$ cat src/rtl/c3_slack_pipe.sv
// c3_slack_pipe
//   Pipelined three-function logic slice: NAND2, INV and BUF applied to
//   WIDTH-bit vectors, carried through a DEPTH-stage valid/ready pipeline
//   with per-stage bubble collapse, plus a wrapping output-transfer counter.
//
// Parameters
//   WIDTH  data vector width (>=1)
//   DEPTH  number of pipeline register stages (>=1)
//   CNT_W  width of the output-transfer counter (>=1)
//
// Ports
//   tau2015_clk           clock, all flops rising-edge
//   rst                   asynchronous active-high reset
//   in_valid / in_ready   input handshake
//   nx1, nx2              NAND operands
//   nx3                   INV operand
//   nx4                   BUF operand
//   out_valid / out_ready output handshake
//   nx12, nx33, nx44      registered ~(nx1&nx2), ~nx3, nx4 of the output beat
//   cnt_clr               synchronous clear of xfer_cnt (wins over a transfer)
//   xfer_cnt              count of completed output transfers, wrapping
//   nx_par                XOR of all bits of nx12/nx33/nx44 for the beat;
//                         present only when C3_SLACK_PIPE_PARITY_EN is defined

module c3_slack_pipe #(
    parameter int WIDTH = 4,
    parameter int DEPTH = 3,
    parameter int CNT_W = 8
) (
    input  logic             tau2015_clk,
    input  logic             rst,
    input  logic             in_valid,
    output logic             in_ready,
    input  logic [WIDTH-1:0] nx1,
    input  logic [WIDTH-1:0] nx2,
    input  logic [WIDTH-1:0] nx3,
    input  logic [WIDTH-1:0] nx4,
    output logic             out_valid,
    input  logic             out_ready,
    output logic [WIDTH-1:0] nx12,
    output logic [WIDTH-1:0] nx33,
    output logic [WIDTH-1:0] nx44,
    input  logic             cnt_clr,
    output logic [CNT_W-1:0] xfer_cnt
`ifdef C3_SLACK_PIPE_PARITY_EN
   ,output logic             nx_par
`endif
);

`ifdef C3_SLACK_PIPE_PARITY_EN
    localparam int PW = 3 * WIDTH + 1;
`else
    localparam int PW = 3 * WIDTH;
`endif

    logic [PW-1:0]    din;
    logic [PW-1:0]    pay [DEPTH];
    logic [DEPTH-1:0] v;
    logic [DEPTH-1:0] rdy;
    logic             full_tail;

    // Payload layout: {parity (optional), nx12, nx33, nx44}
    always_comb begin
        din = '0;
        din[3*WIDTH-1:0] = {~(nx1 & nx2), ~nx3, nx4};
`ifdef C3_SLACK_PIPE_PARITY_EN
        din[PW-1] = ^{~(nx1 & nx2), ~nx3, nx4};
`endif
    end

    // rdy[k] = !v[k] | rdy[k+1] unrolled from the output end: a stage is
    // ready when downstream accepts or any stage from k onward is empty.
    // Written as an accumulation so no signal reads its own other bits.
    always_comb begin
        full_tail = 1'b1;
        rdy       = '0;
        for (int unsigned i = 0; i < DEPTH; i++) begin
            full_tail            = full_tail & v[DEPTH-1-i];
            rdy[DEPTH-1-i]       = out_ready | ~full_tail;
        end
    end

    assign in_ready  = rdy[0];
    assign out_valid = v[DEPTH-1];
    assign nx12      = pay[DEPTH-1][3*WIDTH-1 -: WIDTH];
    assign nx33      = pay[DEPTH-1][2*WIDTH-1 -: WIDTH];
    assign nx44      = pay[DEPTH-1][WIDTH-1:0];
`ifdef C3_SLACK_PIPE_PARITY_EN
    assign nx_par    = pay[DEPTH-1][PW-1];
`endif

    always_ff @(posedge tau2015_clk or posedge rst) begin
        if (rst) begin
            v <= '0;
            for (int unsigned k = 0; k < DEPTH; k++) begin
                pay[k] <= '0;
            end
        end else begin
            if (rdy[0]) begin
                v[0] <= in_valid;
                if (in_valid) begin
                    pay[0] <= din;
                end
            end
            for (int unsigned k = 1; k < DEPTH; k++) begin
                if (rdy[k]) begin
                    v[k] <= v[k-1];
                    if (v[k-1]) begin
                        pay[k] <= pay[k-1];
                    end
                end
            end
        end
    end

    always_ff @(posedge tau2015_clk or posedge rst) begin
        if (rst) begin
            xfer_cnt <= '0;
        end else if (cnt_clr) begin
            xfer_cnt <= '0;
        end else if (v[DEPTH-1] && out_ready) begin
            xfer_cnt <= xfer_cnt + 1'b1;
        end
    end

endmodule

$ cat config.mk
export PLATFORM = sky130hd
export DESIGN_NAME = c3_slack_pipe
export DESIGN_NICKNAME = d
export VERILOG_FILES = /design/src/rtl/c3_slack_pipe.sv
export SDC_FILE = /design/constraint.sdc
export NUM_CORES = 1
export LEC_CHECK = 0
export CAP_MARGIN = 25
export CORE_MARGIN = 2
export CORE_UTILIZATION = 35
export DETAILED_ROUTE_END_ITERATION = 12
export PLACE_DENSITY = 0.6
export SLEW_MARGIN = 20
export SYNTH_ARGS = -nofsm -noshare
export SYNTH_HDL_FRONTEND = slang
export SYNTH_SLANG_ARGS = --single-unit
$ cat constraint.sdc
create_clock -name tau2015_clk -period 2.22 [get_ports tau2015_clk]
set_clock_uncertainty 0.15 [all_clocks]
set_input_delay 0.444 -clock tau2015_clk [delete_from_list [all_inputs] [get_ports tau2015_clk]]
set_output_delay 0.444 -clock tau2015_clk [all_outputs]
set_load 0.01 [all_outputs]
* Yosys cells after proc, flatten, opt, wreduce, memory -nomap -nowiden
Index checks and enable logic that the tools add are counted.
** Cells by class
- Add/sub/neg operators :: 1
- Muxes and demuxes :: 2
- Bitwise gates (word level) :: 11
- Reductions and logical operators :: 5
** Operators by type and width (count)
- 2-to-1 mux 8 bit :: 2
- adder 8 x 1 -> 8 bit, second input constant :: 1
- inverter 4 bit :: 2
- AND reduction 2 bit :: 3
- bitwise AND 4 bit :: 1
- inverter 1 bit :: 3
- bitwise OR 1 bit :: 3
- bitwise AND 1 bit :: 2
- nonzero test 2 bit :: 1
- logical AND 1 bit :: 1
** Word-level totals
- Bits in registers :: 47
- Bits of input ports :: 21
- Output and inout port bits :: 22
- Logic and storage cells :: 26

* Logic depth before layout (Yosys ltp)
- Word-level depth :: 5
- Gate-level depth with buffers :: 5
- Depth with buffers taken out :: 4

* Worst setup path after synthesis
Ideal clock, no wire load.
- Path type :: in2reg
- Start :: in in_valid
- End :: reg pay[24] (netlist name)
- Setup time :: 125 ps
- Arrival time :: 1327 ps
- Slack :: 618 ps
- Cell stages on the path :: 4
- Path buffers :: 2
- Cells stage by stage :: clkbuf_1 > and2_4 > buf_6 > mux2_2
** Between the ends
- Cells in the longest elaborated chain, start to end :: 1
** Ends and longest elaborated chain
- from (decl) :: RTL line 32 : input logic in_valid,
- AND reduction 2 bit (no source line)
- to (signal, indexed assignment) :: RTL line 109 : pay[k] <= pay[k-1];
- to (decl) :: RTL line 57 : logic [PW-1:0] pay [DEPTH];
Every way passes these cells.
A chain may end at the register's enable or synchronous reset.

* Final worst setup path
- Start :: in out_ready
- End :: out in_ready
** Between the ends
- Cells in the longest elaborated chain, start to end :: 1
** Ends and longest elaborated chain
- from (decl) :: RTL line 39 : input logic out_ready,
- bitwise OR 1 bit :: RTL line 79 : rdy[DEPTH-1-i] = out_ready | ~full_tail;
- to (decl) :: RTL line 33 : output logic in_ready,
Every way passes these cells.

==> flow_metrics.tcl <==
set metrics [dict create \
    status "finished clean" \
    coreArea_sq_um 5470 \
    layout_common_cells "dfrtp_1, clkdlybuf4s50_1, mux2_2, a21oi_1, buf_4" \
    peakVddDrop_v 0.000537 \
    wl_mm 3.58 \
    leakage_nw 1.00 \
    insertion_delay_ns 0.29 \
    synth_warnings 0 \
    port_buffers 42 \
    setup_slack_ns 0.0547 \
    rsz0062_at_grt "no" \
    p_switching_mw 0.548 \
    slew_viol_final 0 \
    die_w_um 78.9 \
    max_stage_delay_ns 0.50 \
    cts_root_buffer "clkbuf_8" \
    place_ws_ns -0.139 \
    cts_made_buffers 5 \
    final_util_pct 46.0 \
    drt-pass1-iter-count 4 \
    fill_cells 508 \
    synth_area_per_cell_sq_um 12.8 \
    n_antenna_cell 0 \
    tritoncts "done" \
    start_kind "input port" \
    vias 1267 \
    clock_sinks 47 \
    layout_commonest_cell "dfrtp_1" \
    wl_per_cell_um 13.5 \
    rows 27 \
    seqPwrFrac_pct 52.4 \
    slowest_stage "clkdlybuf4s50_1" \
    antenna_found_initial 0 \
    seq_area_frac_synth_pct 59.9 \
    grt_max_degree 48 \
    worstHoldPathType "input port to async pin" \
    area_growth_pct 28.4 \
    period_needed_ns 2.17 \
    drive_gt1_share_pct 25.9 \
    crit_fanout 5 \
    final_nets 214 \
    critPathKind "input port to output pin" \
    finalHoldViolations 0 \
    clk_path_buf_depth 2 \
    worst_ep_arrival_time_ns 1.57 \
    clock_power_share_pct 22.7 \
    power.density_nw_per_um2 844 \
    postCtsSetupRepairBufs 0 \
    h-tree-depth 2 \
    dpl.hpwl_mm 2.63 \
    yosys.cell_types.count 29 \
    cp.required_ns 1.63 \
    fmax_ghz 0.462 \
    drt_iter0_drc 22 \
    ys_ff_latch 47 \
    intPower_mw 1.58 \
    multi_input_area_sq_um 643 \
    slew-limit-headroom_pct 78.1 \
    regArea_sq_um 1180 \
    syn-num-nets 175 \
    crit_chain "clkdlybuf4s50_1 -> nand4b_1 -> dlygate4sd2_1" \
    hold_buffers 0 \
    place.gp.congestion 0.736 \
    die_area_sq_um 6220 \
    drc 0 \
    ios 43 \
    sw_frac_of_total_pct 25.7 \
    clk_pin_slew_ns 0.08 \
    grt_pass1_wl_mm 6.10 \
    die_h_um 78.9 \
    tightest_slew_ns 0.327 \
    viasPerCell 4.78 \
    syn_inst 153 \
    start_util_pct 35.9 \
    setup_viol 0 \
    grt_use_total_pct 12.8 \
    netlist_area_sq_um 1960 \
    grt_pass1_vias 1262 \
    ant_nets 0 \
    combinationalPowerShare_pct 24.9 \
    end_kind "output pin" \
    maxCapViolations 0 \
    finalCritPeriodShare_pct 97.5 \
    gr-total-overflow 0 \
]
## metrics by stage
stage | instance area, sq um | cells | total power [mW] | setup TNS (ns) | hold slack (ns)
finish | 2520 | 265 | 2.13 | 0 | 0.342
global route | 2520 | 265 | 2.27 | 0 | 0.360
CTS | 2520 | 265 | 2.18 | 0 | 0.346
detailed placement | 2440 | 257 | 1.68 | -0.204 | 0.343
global placement | 2440 | 257 | 1.66 | -0.134 | 0.325
floorplan | 1960 | 153 | 1.49 | 0 | 0.307
## power by group through the flow
| stage | Combinational (mW) | Sequential (mW) | Clock [mW] |
|---|---|---|---|
| after detailed placement | 0.540 | 1.14 | 0 |
| after CTS | 0.542 | 1.12 | 0.514 |
| final | 0.531 | 1.11 | 0.483 |
| after global routing | 0.572 | 1.14 | 0.553 |
| after floorplan | 0.382 | 1.10 | 0 |
| after global placement | 0.530 | 1.13 | 0 |
## worst max-delay path, delay by kind of cell
family,cells,cell delay (ns)
simple gates,1,0.29
buf+inv,2,0.84
## sequential cells by signal (all words and copies together), names as in the netlist
signal,flops
nx12,4
nx33,4
nx44,4
pay,24
v,3
xfer_cnt,8
## Yosys cell counts
master	count	area share [%]
xor2_1	1	0.45
nand3b_1	1	0.38
nand2_1	5	0.96
mux2_2	29	17
clkbuf_1	1	0.19
o21ai_0	3	0.76
o31ai_1	1	0.38
or4_1	1	0.38
or3_2	1	0.38
or3_1	2	0.64
nand2b_1	4	1.3
a21oi_1	17	4.3
and2_4	1	0.45
buf_2	4	1.0
nor2_1	3	0.57
nand4b_1	1	0.45
a31oi_1	4	1.3
nand4_1	1	0.32
xnor2_1	1	0.45
nor2b_1	1	0.32
buf_6	1	0.57
nand3_1	3	0.76
buf_4	12	4.6
ha_1	1	0.64
nand4_2	1	0.64
dfrtp_1	47	60
inv_1	4	0.76
nor4_1	1	0.32
buf_1	1	0.19
## final cells by class
| class | count | share of cell area [%] |
|---|---|---|
| Sequential cell | 47 | 46.7 |
| Multi-Input combinational cell | 83 | 25.5 |
| Timing Repair Buffer | 51 | 20.3 |
| Tap cell | 72 | 3.57 |
| Clock buffer | 5 | 2.73 |
| Clock inverter | 3 | 0.596 |
| Inverter | 4 | 0.596 |
## worst paths after layout
path	startpoint	end	slack, ns	depth (start not counted)
min reg2reg	pay[18]$_DFFE_PP0P_	pay[18]$_DFFE_PP0P_	0.36	1
max reg2reg	v[1]$_DFFE_PP0P_	pay[24]$_DFFE_PP0P_	0.62	4
max in group asynchronous	rst	nx12[3]$_DFFE_PP0P_	1.35	3
min in group tau2015_clk	pay[18]$_DFFE_PP0P_	pay[18]$_DFFE_PP0P_	0.36	1
max	out_ready	in_ready	0.05	3
min	rst	xfer_cnt[4]$_DFFE_PP0P_	0.34	3
## metal layers
layer	track usage, %	wire, um
met1	16.1	1630
met2	21.5	1710
met3	3.52	189
met4	4.14	40
met5	0	0
## cell families (layout without fill, tap and decap cells)
| family | count (synthesis) | after routing | share of synthesized area (%) |
|---|---|---|---|
| xor+xnor | 2 | 2 | 0.892 |
| fa+ha+maj | 1 | 1 | 0.637 |
| flops | 47 | 47 | 59.9 |
| mux | 29 | 29 | 16.6 |
| simple gates | 26 | 26 | 7.84 |
| compound gates | 25 | 25 | 6.76 |
| buf+inv | 23 | 63 | 7.33 |
## what timing repair did
action	CTS	global route
setup endpoints to repair	1	0
resized for setup	1	0
endpoints found under the hold margin	0	0
No activity file was read; power rests on OpenSTA's default activity.
